--- src/rtl/circuit3_2_pipe.sv ---
// Two-stage pipelined K = A&B, L = ~(B&C), Z = K^L across WIDTH lanes, with
// valid/ready handshakes and a built-in exhaustive sweep that counts ones in z.
module circuit3_2_pipe #(
    parameter  int WIDTH = 4,
    localparam int CW    = $clog2(8*WIDTH+1)
) (
    input  logic             clk,
    input  logic             rst,
    input  logic             mode,
    input  logic             start,
    input  logic             in_valid,
    output logic             in_ready,
    input  logic [WIDTH-1:0] a,
    input  logic [WIDTH-1:0] b,
    input  logic [WIDTH-1:0] c,
    output logic             out_valid,
    input  logic             out_ready,
    output logic [WIDTH-1:0] z,
    output logic [WIDTH-1:0] k,
    output logic [WIDTH-1:0] l,
    output logic             busy,
    output logic             done,
    output logic [CW-1:0]    ones_count
);

    typedef enum logic [1:0] {S_IDLE, S_SWEEP, S_DRAIN, S_DONE} state_t;

    state_t           state;
    logic             v1, v2;
    logic [WIDTH-1:0] k1, l1;
    logic [2:0]       idx;
    logic             en1, en2;
    logic             src_valid;
    logic [WIDTH-1:0] src_a, src_b, src_c;

    function automatic logic [CW-1:0] popcount(input logic [WIDTH-1:0] v);
        logic [CW-1:0] n;
        n = '0;
        for (int i = 0; i < WIDTH; i++) n = n + CW'(v[i]);
        return n;
    endfunction

    assign en2       = !v2 || out_ready;
    assign en1       = !v1 || en2;
    assign in_ready  = (state == S_IDLE) && en1;
    assign out_valid = v2;

    // External inputs feed the pipe only in IDLE; the sweep replicates idx bits across lanes.
    always_comb begin
        src_valid = 1'b0;
        src_a     = a;
        src_b     = b;
        src_c     = c;
        if (state == S_IDLE) begin
            src_valid = in_valid;
        end else if (state == S_SWEEP) begin
            src_valid = 1'b1;
            src_a     = {WIDTH{idx[2]}};
            src_b     = {WIDTH{idx[1]}};
            src_c     = {WIDTH{idx[0]}};
        end
    end

    always_ff @(posedge clk or posedge rst) begin
        if (rst) begin
            v1 <= 1'b0;
            v2 <= 1'b0;
            k1 <= '0;
            l1 <= '0;
            k  <= '0;
            l  <= '0;
            z  <= '0;
        end else begin
            if (en1) begin
                v1 <= src_valid;
                if (src_valid) begin
                    k1 <= src_a & src_b;
                    l1 <= ~(src_b & src_c);
                end
            end
            if (en2) begin
                v2 <= v1;
                if (v1) begin
                    k <= k1;
                    l <= l1;
                    z <= k1 ^ l1;
                end
            end
        end
    end

    // A start coinciding with an input acceptance is dropped: the pipe would not be empty.
    always_ff @(posedge clk or posedge rst) begin
        if (rst) begin
            state      <= S_IDLE;
            idx        <= '0;
            ones_count <= '0;
            busy       <= 1'b0;
            done       <= 1'b0;
        end else begin
            if (busy && v2 && out_ready) ones_count <= ones_count + popcount(z);
            case (state)
                S_IDLE: begin
                    if (start && mode && !v1 && !v2 && !in_valid) begin
                        state      <= S_SWEEP;
                        idx        <= '0;
                        ones_count <= '0;
                        busy       <= 1'b1;
                    end
                end
                S_SWEEP: begin
                    if (en1) begin
                        idx <= idx + 3'd1;
                        if (idx == 3'd7) state <= S_DRAIN;
                    end
                end
                S_DRAIN: begin
                    if (!v1 && !v2) begin
                        state <= S_DONE;
                        done  <= 1'b1;
                    end
                end
                S_DONE: begin
                    state <= S_IDLE;
                    done  <= 1'b0;
                    busy  <= 1'b0;
                end
                default: state <= S_IDLE;
            endcase
        end
    end

endmodule

--- config.mk ---
export PLATFORM = sky130hd
export DESIGN_NAME = circuit3_2_pipe
export DESIGN_NICKNAME = d
export VERILOG_FILES = /design/src/rtl/circuit3_2_pipe.sv
export SDC_FILE = /design/constraint.sdc
export NUM_CORES = 1
export LEC_CHECK = 0
export ABC_AREA = 1
export BUFFER_PORTS_ARGS = -buffer_cell sky130_fd_sc_hd__buf_2
export CAP_MARGIN = 15
export CORE_MARGIN = 8
export CORE_UTILIZATION = 58
export DETAILED_ROUTE_END_ITERATION = 8
export PLACE_DENSITY = 0.95
export SLEW_MARGIN = 20
export SYNTH_ARGS = -nofsm -noshare
export SYNTH_HDL_FRONTEND = slang
export SYNTH_SLANG_ARGS = --single-unit
--- constraint.sdc ---
create_clock -name clk -period 5.2 [get_ports clk]
set_input_delay 1.04 -clock clk [delete_from_list [all_inputs] [get_ports clk]]
set_output_delay 1.04 -clock clk [all_outputs]
set_load 0.1 [all_outputs]
=== Yosys cells after proc, flatten, opt, wreduce, memory -nomap -nowiden ===
Cells that the tools add are included.

* Bits in registers: 35
* Input port bits: 18
* Logic and storage cells: 75

* $add $sub $neg: 5
* Equality and inequality tests: 8
* Multiplexer cells: 23
* Bitwise operators: 4
* Reduce and logical (&&, ||, !) cells: 23

{| class="wikitable"
|+ Operators by type and width
! operator !! count
|-
| $mux 4 || 6
|-
| $mux 6 || 3
|-
| $and 4x4->4 || 2
|-
| $logic_and 1x1->1 || 8
|-
| $mux 2 || 4
|-
| $pmux 2 s4 || 1
|-
| $reduce_and 2->1 || 4
|-
| $add 6x4->6 || 1
|-
| $mux 3 || 2
|-
| $pmux 3 s2 || 1
|-
| $reduce_bool 2->1 || 3
|-
| $add 3x1->4 || 1
|-
| $eq 2x2->1 const B || 2
|-
| $mux 1 || 4
|-
| $ne 2x1->1 const B || 2
|-
| $ne 2x2->1 const B || 2
|-
| $not 4->4 || 1
|-
| $pmux 1 s2 || 2
|-
| $reduce_and 4->1 || 1
|-
| $xor 4x4->4 || 1
|-
| $add 2x1->3 || 1
|-
| $add 3x1->3 const B || 1
|-
| $eq 3x3->1 const B || 1
|-
| $logic_not 1->1 || 3
|-
| 5 further kinds || 6
|}

=== Logic depth before layout (Yosys ltp) ===
Gate-level depths: netlist (run 1).

* Word-level depth: 7
* Gate-level depth with buffers: 10

=== Least setup slack after synthesis (run 1) ===
OpenSTA, ideal clock, no wires.

* Path type: input port to output port
* Start point: input out_ready
* End point: output in_ready
* Data arrival time: 1.882 ns
* Data required time: 4.160 ns
* Slack: 2.278 ns
* Stages on the path: 4
* Buffers on the path: 0
* Path through: inv_1 nand3_1 nand2_1 inv_1

* Longest elaborated chain between the ends: 3

{| class="wikitable"
|+ Ends and longest elaborated chain
! element !! RTL line !! RTL
|-
| start: declaration || 17 || <nowiki>input logic out_ready,</nowiki>
|-
| $logic_or 1x1->1 || 43 || <nowiki>assign en2 = !v2 || out_ready;</nowiki>
|-
| $logic_or 1x1->1 || 44 || <nowiki>assign en1 = !v1 || en2;</nowiki>
|-
| $logic_and 1x1->1 || 45 || <nowiki>assign in_ready = (state == S_IDLE) && en1;</nowiki>
|-
| end: declaration || 12 || <nowiki>output logic in_ready,</nowiki>
|}

Every way passes these cells.

=== Worst setup path in the final report (run 1) ===
Ends and elaborated chain as after synthesis.

==> results of run 1 <==
[cell usage in the layout, fill, tap and decap left out]
master     netlist  final
clkbuf_4         0      5
nand3b_1         3      3
buf_4            1      1
o21ai_2          2      2
nand3_1         14     14
bufinv_16        0      1
mux2i_1          1      1
nor2_2           1      1
or2_1            1      1
ha_1             7      7
xnor2_1          3      3
a21oi_1          4      4
nand4_1          1      1
buf_2            1     39
inv_2            1      1
clkinv_2         0      1
nand2_2          3      3
o21ai_0          8      8
xor2_1           1      1
fa_1             3      3
inv_1           22     22
nor2_1          12     12
dfrtp_1         35     35
nand2_1        110    110
clkbuf_8         0      1
[cell usage after synthesis]
cell / number / area share, %
nor2_1: 12 / 2.4
buf_4: 1 / 0.41
nand3b_1: 3 / 1.2
buf_6: 1 / 0.61
nand4_1: 1 / 0.34
o21ai_0: 8 / 2.2
buf_2: 1 / 0.27
o21ai_2: 2 / 0.95
nand2_2: 3 / 1.0
nand2_1: 110 / 22
dfrtp_1: 35 / 47
fa_1: 3 / 3.3
xor2_1: 1 / 0.47
inv_2: 1 / 0.20
inv_1: 22 / 4.5
mux2i_1: 1 / 0.54
nand3_1: 14 / 3.8
or2_1: 1 / 0.34
a21oi_1: 4 / 1.1
ha_1: 7 / 4.7
nor2_2: 1 / 0.34
xnor2_1: 3 / 1.4
[routing by layer]
layer  wire length (um)  share of wire (%)  vias up  GRT usage (%)
li1                   -                  -      813              -
met1               1747                 44      720          19.12
met2               1925                 48       53          27.38
met3                266                6.7        5          5.096
met4                 46                1.2        0          5.111
met5                  0                  0        -              0
[stage by stage]
stage                     std cells  cell area, um^2  setup slack (ns)  hold WS, ns
final                           324             2165             2.286       0.4832
after global routing            324             2165             2.193       0.5162
after CTS                       324             2165             2.281       0.4910
after detailed placement        316             2078             2.286       0.4630
after global placement          316             2078             2.301       0.4595
after floorplan                 235             1844             2.278       0.4494
[cells by family after synthesis]
kind of cell	synth area share [%]
buffers and inverters	5.970
adders and majority gates	8.005
xor gates and xnor gates	1.900
DFF	47.49
and+or+nand+nor	31.89
AOI/OAI and AO/OA	4.207
muxes	0.5428
[area by class of cell]
cell class              count  area, um^2
inverters                  23       86.33
fillers                   236       863.3
repair buffers             40       202.7
multi-input cells         174       858.3
clock buffers               6       51.30
well taps                  44       55.05
clock inverters             2       35.03
flip-flops and latches     35       875.8
[critical path: stages]
cell and delay (ns):
buf_2 0.09, inv_1 0.05, nand3_1 0.16, nand2_1 0.07, inv_1 0.05, buf_2 0.41
[flip-flops by register name (all words and copies together), names as in the netlist]
signal / count
k1: 4
done: 1
l1: 4
v1: 1
idx: 3
l: 4
ones_count: 6
z: 4
busy: 1
state: 2
out_valid: 1
k: 4
[how the worst min path moves through the flow]
stage	endpoint	cells after the start
after global placement	k[0]	2
after global routing	l[1]	2
after CTS	k[2]	2
after detailed placement	l[1]	2
final	k[2]	2
after floorplan	k1[1]	2
==> metrics.md, run 1 <==
| Metric | Value |
|---|---|
| Area grow syn2layout | 17.37% |
| Reg-to-reg startpoint | z[0] |
| CTS root buf | clkbuf_4 |
| CP Data Arrival Time | 1.87 ns |
| Actual slew at the worst max-slew pin | 0.5064 ns |
| Status | finished, final reports clean |
| Pre-Repair DR Iteration Count | 5 |
| Worst setup startpoint | out_ready |
| Mapped Cells | 235 |
| Routed Wire Length | 3.985 mm |
| Boundary Pins | 40 |
| Setup_tns | 0 ns |
| Resized Gates After CTS | 0 |
| Fin. max-slew vios | 0 |
| Buffers added on ports | 39 |
| Synthesized area per cell | just under 8 um^2 |
| Worst hold path type | flop to flop |
| Post-layout util | around 71% |
| Global-route wire length before repair | 6.872 mm |
| Cts hold-fix bufs | 0 |
| Sequential share of the synthesized area | a little under half |
| Worst slew margin | 66.47% |
| Vias per Instance | a little under 5 |
| Critical Path Sink Type | primary output |
| Clk slew on worst S/H paths | 0.10 ns |
| Clk Latency, worst-skew pair | approximately 0.34 ns |
| Iter 0 DRT Violations | 109 |
| TritonCTS clock tree | built |
| Req. time, crit path | 4.16 ns |
| HP Start | k[2] |
| YS warnings | 0 |
| Post-DP HPWL | 3.071 mm |
| Avg WL per Cell | 12.30 um |
| FF-to-FF setup slack | 3.03 ns |
| DR vias | 1591 |
| Synthesized flop and latch total | 35 |
| DRT antenna net count | 0 |
| Share of layout cells above drive strength 1 | 19.64% |
| Min Tclk post-route | 2.914 ns |
| Final setup fails | 0 |
| Initial antenna violation count | 0 |
| RSZ-0062 raised after global routing | no |
| H-tree levels | 2 |
| Final Skew | 0.01396 ns |
| CP max FO | 5 |
| Initial Utilization | 60.91% |
| Vias in the first global route | 1595 |
| Placer Congestion | 0.8687 |
| Hold Vio Cnt, Final | 0 |
| Diode count | 0 |
| Depth of the most critical reg-to-reg path | 8 |
| Final Cycle Share | ~56% |
| Cell Area, Synth | 0.001844 mm^2 |
| Reg2Reg Capture Point | ones_count[2] |
| GRT Overall Usage | 16.23% |
| Number of buffers added for setup after CTS | 0 |
| Clock Sinks | 35 |
| Row Count | 20 |
| Net count after synthesis | 263 |
| Synth unique cells | 22 |
| Remaining DRCs | 0 |
| Chip width | 72.39 um |
| Core area | 0.003028 mm^2 |
| Nets | 307 |
| Fmax | 343.2 MHz |
| Worst setup path endpoint | in_ready |
| Clock buffer depth | 2 |
| Max Cap Viol | 0 |
| Die height | 72.39 um |
| Total gr overflow | 0 |
| DIE AREA | 0.005240 mm^2 |
| Pin count of the biggest net entering global routing | 36 |
| Crit Path Class | input port to primary output |
| Startpoint types | input port |
| TritonCTS Buffers | 5 |
Power of run 1 is not shown: default switching activity piles up to over one toggle a cycle in this logic, so the estimate is an artifact.
==> inputs of run 2 (changes only) <==
- CORE_UTILIZATION: 58 -> 54
- PLACE_DENSITY: 0.95 -> 0.91
- clock period: 5.2 -> 2.7 ns (I/O delays scaled with it)
==> metrics.md, run 2 (synthesis gave the netlist of run 1 again) <==
| Metric | Value |
|---|---|
| Status | finished, final reports clean |
| Req. time, crit path | 2.96 ns (-1.20 ns) |
| TritonCTS clock tree | built |
| Clk Latency, worst-skew pair | 0.35 ns (about the same) |
| Buffers added on ports | 39 (unchanged) |
| Initial antenna violation count | 0 (unchanged) |
| GRT Overall Usage | 15.70% (-0.53 points) |
| Vias in the first global route | 1609 (+0.88%) |
| Crit path top cell by count | fa_1 |
| Setup_tns | 0 ns (unchanged) |
| Crit-path leading delay family | adder cells |
| Iter 0 DRT Violations | 128 (+17%) |
| Core area | 0.003311 mm^2 (+9.3%) |
| Row Count | 21 (+5.0%) |
| Most common cell after layout, fill and taps aside | nand2_1 |
| DIE AREA | 0.005541 mm^2 (+5.7%) |
| Pre-Repair DR Iteration Count | 4 (-1) |
| Depth of the most critical reg-to-reg path | 9 (+1) |
| Avg WL per Cell | 11.94 um (-2.9%) |
| Clock buffer depth | 2 (unchanged) |
| Max Cap Viol | 0 (unchanged) |
| Total gr overflow | 0 (unchanged) |
| Boundary Pins | 40 (unchanged) |
| Placer Congestion | 0.8305 (-4.4%) |
| Worst slew margin | 66.97% (+0.50 points) |
| Hold Vio Cnt, Final | 0 (unchanged) |
| Initial Utilization | 55.71% (-5.2 points) |
| Startpoint types | flop |
| Post-layout util | 64.78% (-6.7 points) |
| Slowest CP cell | fa_1 |
| Area grow syn2layout | 16.28% |
| CTS root buf | clkbuf_4 |
| DR vias | 1590 (-0.063%) |
| Actual slew at the worst max-slew pin | 0.4989 ns (-0.007534 ns) |
| CP max FO | 3 (-2) |
| Crit Path Class | flop to flop |
| Share of layout cells above drive strength 1 | 20.36% (+0.71 points) |
| Min Tclk post-route | roughly 2.2 ns |
| Pin count of the biggest net entering global routing | 36 (unchanged) |
| Final Cycle Share | 81.81% |
| Max incr delay on CP | 0.50 ns (+0.09 ns) |
| Worst hold path type | input port to async pin |
| Most frequent cells in the layout | nand2_1 (110), buf_2 (39), dfrtp_1 (32) |
| Crit path cell chain | fa_1 -> fa_1 -> fa_1 -> inv_1 -> nor2_2 -> nand3_1 -> nand2_1 -> nand2_1 -> nor2_1 |
| Area after DPL | 0.002085 mm^2 (+0.30%) |
| Reg2Reg Capture Point | ones_count[4] |
| Dpl cells | 318 (+0.63%) |
| Resized Gates After CTS | 0 (unchanged) |
| Finished Layout Cells | 326 (+0.62%) |
| Final Skew | 0.008338 ns (-0.005624 ns) |
| Sum of buffers and inverters on the critical path | 1 (-3) |
| Remaining DRCs | 0 (unchanged) |
| Critical path depth | 9 (+3) |
| Cts hold-fix bufs | 0 (unchanged) |
| Fin area | 0.002145 mm^2 (-0.92%) |
| Nets | 307 (unchanged) |
| Routed Wire Length | 3.894 mm (-2.3%) |
| Vias per Instance | 4.877 (-0.68%) |
| Clock Sinks | 35 (unchanged) |
| Diode count | 0 (unchanged) |
| H-tree levels | 2 (unchanged) |
| Reg-to-reg startpoint | z[0] |
| Number of buffers added for setup after CTS | 0 (unchanged) |
| TritonCTS Buffers | 5 (unchanged) |
| Global-route wire length before repair | 6.686 mm (-2.7%) |
| RSZ-0062 raised after global routing | no |
| CP Data Arrival Time | 2.47 ns (+0.60 ns) |
| Critical Path Sink Type | flop |
| Final setup fails | 0 (unchanged) |
| Fmax | around 450 MHz |
| Die height | 74.44 um (+2.8%) |
| FF-to-FF setup slack | 0.49 ns (-2.54 ns) |
| Largest register FFs | 6 (unchanged) |
| Biggest register | ones_count |
| Fin. max-slew vios | 0 (unchanged) |
| Clk slew on worst S/H paths | 0.11 ns (about the same) |
| Chip width | 74.44 um (+2.8%) |
| Post-DP HPWL | 2.988 mm (-2.7%) |
| Fillers | 287 (+22%) |
| DRT antenna net count | 0 (unchanged) |
-- run 2: worst max-delay path by stage --
stage,slack (ns),start,to
2_1_floorplan,0.27,z[1],ones_count[2]
3_3_place_gp,0.58,z[0],ones_count[2]
3_5_place_dp,0.51,z[0],ones_count[4]
4_1_cts,0.49,z[0],ones_count[4]
5_1_grt,0.36,z[0],ones_count[4]
6_report,0.49,z[0],ones_count[4]
-- run 2: metrics by stage --
stage	hold WS (ns)	setup slack, ns
final	0.2473	0.4911
after global routing	0.2848	0.3642
after CTS	0.2703	0.4900
after detailed placement	0.4672	0.5108
after global placement	0.4585	0.5826
after floorplan	0.4494	0.2700
-- run 2: area by class of cell --
type                       count  area (um^2)  area share [%]
sequential                    35        879.6           41.02
multi-input combinational    174        858.3           40.02
timing repair buffer          40        202.7           9.452
inverter                      23        86.33           4.026
tap                           46        57.56           2.684
clock buffer                   7        55.05           2.567
clock inverter                 1        5.005          0.2334
-- run 2: worst register-to-register path, stage by stage, from the launching register on --
cell	delay, ns
dfrtp_2	0.45
fa_1	0.50
fa_1	0.44
fa_1	0.37
inv_1	0.07
nor2_2	0.05
nand3_1	0.09
nand2_1	0.06
nand2_1	0.06
nor2_1	0.04
-- run 2: metal layers --
metal	wire, um	vias up	global-route usage [%]	share of wire [%]
li1	-	814	-	-
met1	1700	730	17.13	44
met2	1928	39	26.82	50
met3	172	7	3.639	4.4
met4	91	0	9.783	2.3
met5	0	-	0	0
Power of run 2 is left out for the same reason.
==> inputs of run 3 (changes only) <==
- ABC_AREA: 1 -> 0
- CORE_UTILIZATION: 54 -> 48
- PLACE_DENSITY: 0.91 -> 0.87
- clock period: 2.7 -> 2 ns (I/O delays scaled with it)
==> metrics.md, run 3 <==
| Metric | Value |
|---|---|
| Final Cycle Share | 108.0% (+26 points) |
| Avg WL per Cell | 14.70 um (+23%) |
| Iter 0 DRT Violations | 57 (-55%) |
| Chip width | 77.40 um (+4.0%) |
| Initial Utilization | 49.79% (-5.9 points) |
| Crit path top cell by count | fa_2 |
| DR vias | 1379 (-13%) |
| Core area | 0.003633 mm^2 (+9.8%) |
| Crit path cell chain | fa_1 -> fa_2 -> fa_2 -> mux2i_1 -> a21oi_1 |
| Placer Congestion | 0.7673 (-7.6%) |
| Dpl cells | 248 (-22%) |
| Pin count of the biggest net entering global routing | 36 (unchanged) |
| Vias in the first global route | 1424 (-11%) |
| Final Worst Setup Slack | -0.1601 ns (-0.6512 ns) |
| Clk Latency, worst-skew pair | 0.29 ns (-0.06 ns) |
| Finished Layout Cells | 257 (-21%) |
| Synthesized area per cell | 11.31 um^2 (+44%) |
| Biggest register | ones_count |
| Largest register FFs | 6 (unchanged) |
| Remaining DRCs | 0 (unchanged) |
| Routed Wire Length | 3.778 mm (-3.0%) |
| Initial antenna violation count | 0 (unchanged) |
| Post-synth EDFFs | 0 (unchanged) |
| Boundary Pins | 40 (unchanged) |
| Sequential share of the synthesized area | 48.41% (+0.92 points) |
| Vias per Instance | 5.366 (+10%) |
| Total gr overflow | 0 (unchanged) |
| Reg2Reg Capture Point | ones_count[1] |
| Final Skew | 0.003270 ns (-0.005068 ns) |
| Resized Gates After CTS | 0 (unchanged) |
| Top post-synthesis cells by count | dfrtp_1 (35), a21oi_1 (13), nand2_1 (11), mux2_1 (9), a31oi_1 (8) |
| Reg-to-reg startpoint | z[1] |
| Most common cell after layout, fill and taps aside | buf_2 |
| Critical Path Sink Type | flop |
| Final setup fails | 5 (+5) |
| Mapped Cells | 160 (-32%) |
| Crit Path Class | flop to flop |
| Nets | 236 (-23%) |
| Max incr delay on CP | 0.53 ns (+0.03 ns) |
| CP Data Arrival Time | 2.37 ns (-0.10 ns) |
| Post-synth ARST share | 100.0% (unchanged) |
| Top post-synthesis cells by area | dfrtp_1 (48%), mux2_1 (5.6%), ha_1 (4.8%) |
| Req. time, crit path | 2.21 ns (-0.75 ns) |
| TritonCTS Buffers | 5 (unchanged) |
| Most used DFF post-synth | dfrtp_1 |
| Min Tclk post-route | 2.160 ns (-0.04881 ns) |
| Clock Sinks | 35 (unchanged) |
| Slowest CP cell | fa_2 |
| Row Count | 22 (+4.8%) |
| RSZ-0062 raised after global routing | yes |
| Post-DP HPWL | 2.910 mm (-2.6%) |
| Cts hold-fix bufs | 0 (unchanged) |
| Hold Slack | 0.1979 ns (-0.04933 ns) |
| Hold Vio Cnt, Final | 0 (unchanged) |
| Synth unique cells | 39 (+77%) |
| Area grow syn2layout | 22.06% |
| Net count after synthesis | 188 (-29%) |
| Area after DPL | 0.002120 mm^2 (+1.7%) |
| CP max FO | 2 (-1) |
| GRT Overall Usage | 13.58% (-2.1 points) |
| CTS root buf | clkbuf_8 |
| Fmax | 462.9 MHz (+2.3%) |
| Synthesized flop and latch total | 35 (unchanged) |
| Diode count | 0 (unchanged) |
| Worst hold path type | input port to async pin |
| Max Cap Viol | 0 (unchanged) |
| H-tree levels | 2 (unchanged) |
| Clk slew on worst S/H paths | 0.06 ns (-0.05 ns) |
| YS warnings | 0 (unchanged) |
| Failing checks | setup timing |
| Pre-Repair DR Iteration Count | 4 (unchanged) |
| TritonCTS clock tree | built |
| FF-to-FF setup slack | -0.16 ns (-0.65 ns) |
| Fin area | 0.002208 mm^2 (+3.0%) |
| DRT antenna net count | 0 (unchanged) |
| Fin. max-slew vios | 0 (unchanged) |
| Most common cell in the netlist | dfrtp_1 |
| Actual slew at the worst max-slew pin | 0.5001 ns (+0.001210 ns) |
| Yosys top cell by area | dfrtp_1 |
| Startpoint types | flop |
| Buffers added on ports | 39 (unchanged) |
| Pre-CTS WS | -0.1576 ns (-0.6684 ns) |
| Cell Area, Synth | 0.001809 mm^2 (-1.9%) |
| Clock buffer depth | 2 (unchanged) |
| Global-route wire length before repair | 6.506 mm (-2.7%) |
| Post-synth top area share | 48.41% (+0.92 points) |
| Depth of the most critical reg-to-reg path | 5 (-4) |
| Share of layout cells above drive strength 1 | 33.01% (+13 points) |
| Die height | 77.40 um (+4.0%) |
| DIE AREA | 0.005990 mm^2 (+8.1%) |
| Status | complete, but fails checks |
| Most frequent cells in the layout | buf_2 (38), dfrtp_1 (31), a21oi_1 (13) |
| Worst slew margin | 66.89% (-0.080 points) |
-- run 3: per-stage QoR --
step | setup TNS (ns) | utilization [%]
after CTS | -0.5745 | 60.78
after global routing | -0.9405 | 60.78
final | -0.5548 | 60.78
after floorplan | -1.002 | -
after detailed placement | -0.3944 | 58.33
after global placement | -0.2281 | 58.33
-- run 3: critical path, delay by kind of cell (launching register included) --
| kind | cells | cell delay [ns] |
|---|---|---|
| multiplexers | 1 | 0.07 |
| AO/OA/AOI/OAI | 1 | 0.13 |
| flip-flops | 1 | 0.48 |
| adder cells (fa/ha/maj) | 3 | 1.41 |
-- run 3: cells by family (layout without fill, tap and decap cells) --
family	after synthesis	count (layout)	synth area share (%)
compound gates	37	37	12.72
xor+xnor	8	8	3.872
fa+ha+maj	10	10	8.160
buf+inv	13	62	3.665
flops	35	35	48.41
mux	18	18	10.86
simple gates	39	39	12.31
-- run 3: final cells by class --
type / count / area (um^2)
fill: 330 / 1425
clock inverter: 1 / 5.005
timing repair buffer: 49 / 285.3
inverter: 5 / 18.77
tap: 48 / 60.06
clock buffer: 7 / 76.32
sequential: 35 / 888.4
multi-input combinational: 112 / 874.6
-- run 3: worst max path at each step --
stage	start	end	slack, ns
2_1_floorplan	z[1]	ones_count[1]	-0.29
3_3_place_gp	z[1]	ones_count[4]	-0.09
3_5_place_dp	z[1]	ones_count[1]	-0.16
4_1_cts	z[1]	ones_count[1]	-0.16
5_1_grt	z[1]	ones_count[4]	-0.21
6_report	z[1]	ones_count[1]	-0.16
-- run 3: per-layer routing --
layer	share of wire (%)	GRT usage [%]	vias to the layer above
met5	0	0	-
met1	43	15.63	671
met2	47	21.23	40
met3	7.6	5.645	8
met4	2.6	6.981	0
li1	-	-	660
-- run 3: timing repair --
item	4_1_cts	5_1_grt
cloned	0	0
endpoints found under the setup margin	4	5
buffers inserted	1	0
pin swaps	5	1
Power of run 3 is left out for the same reason.
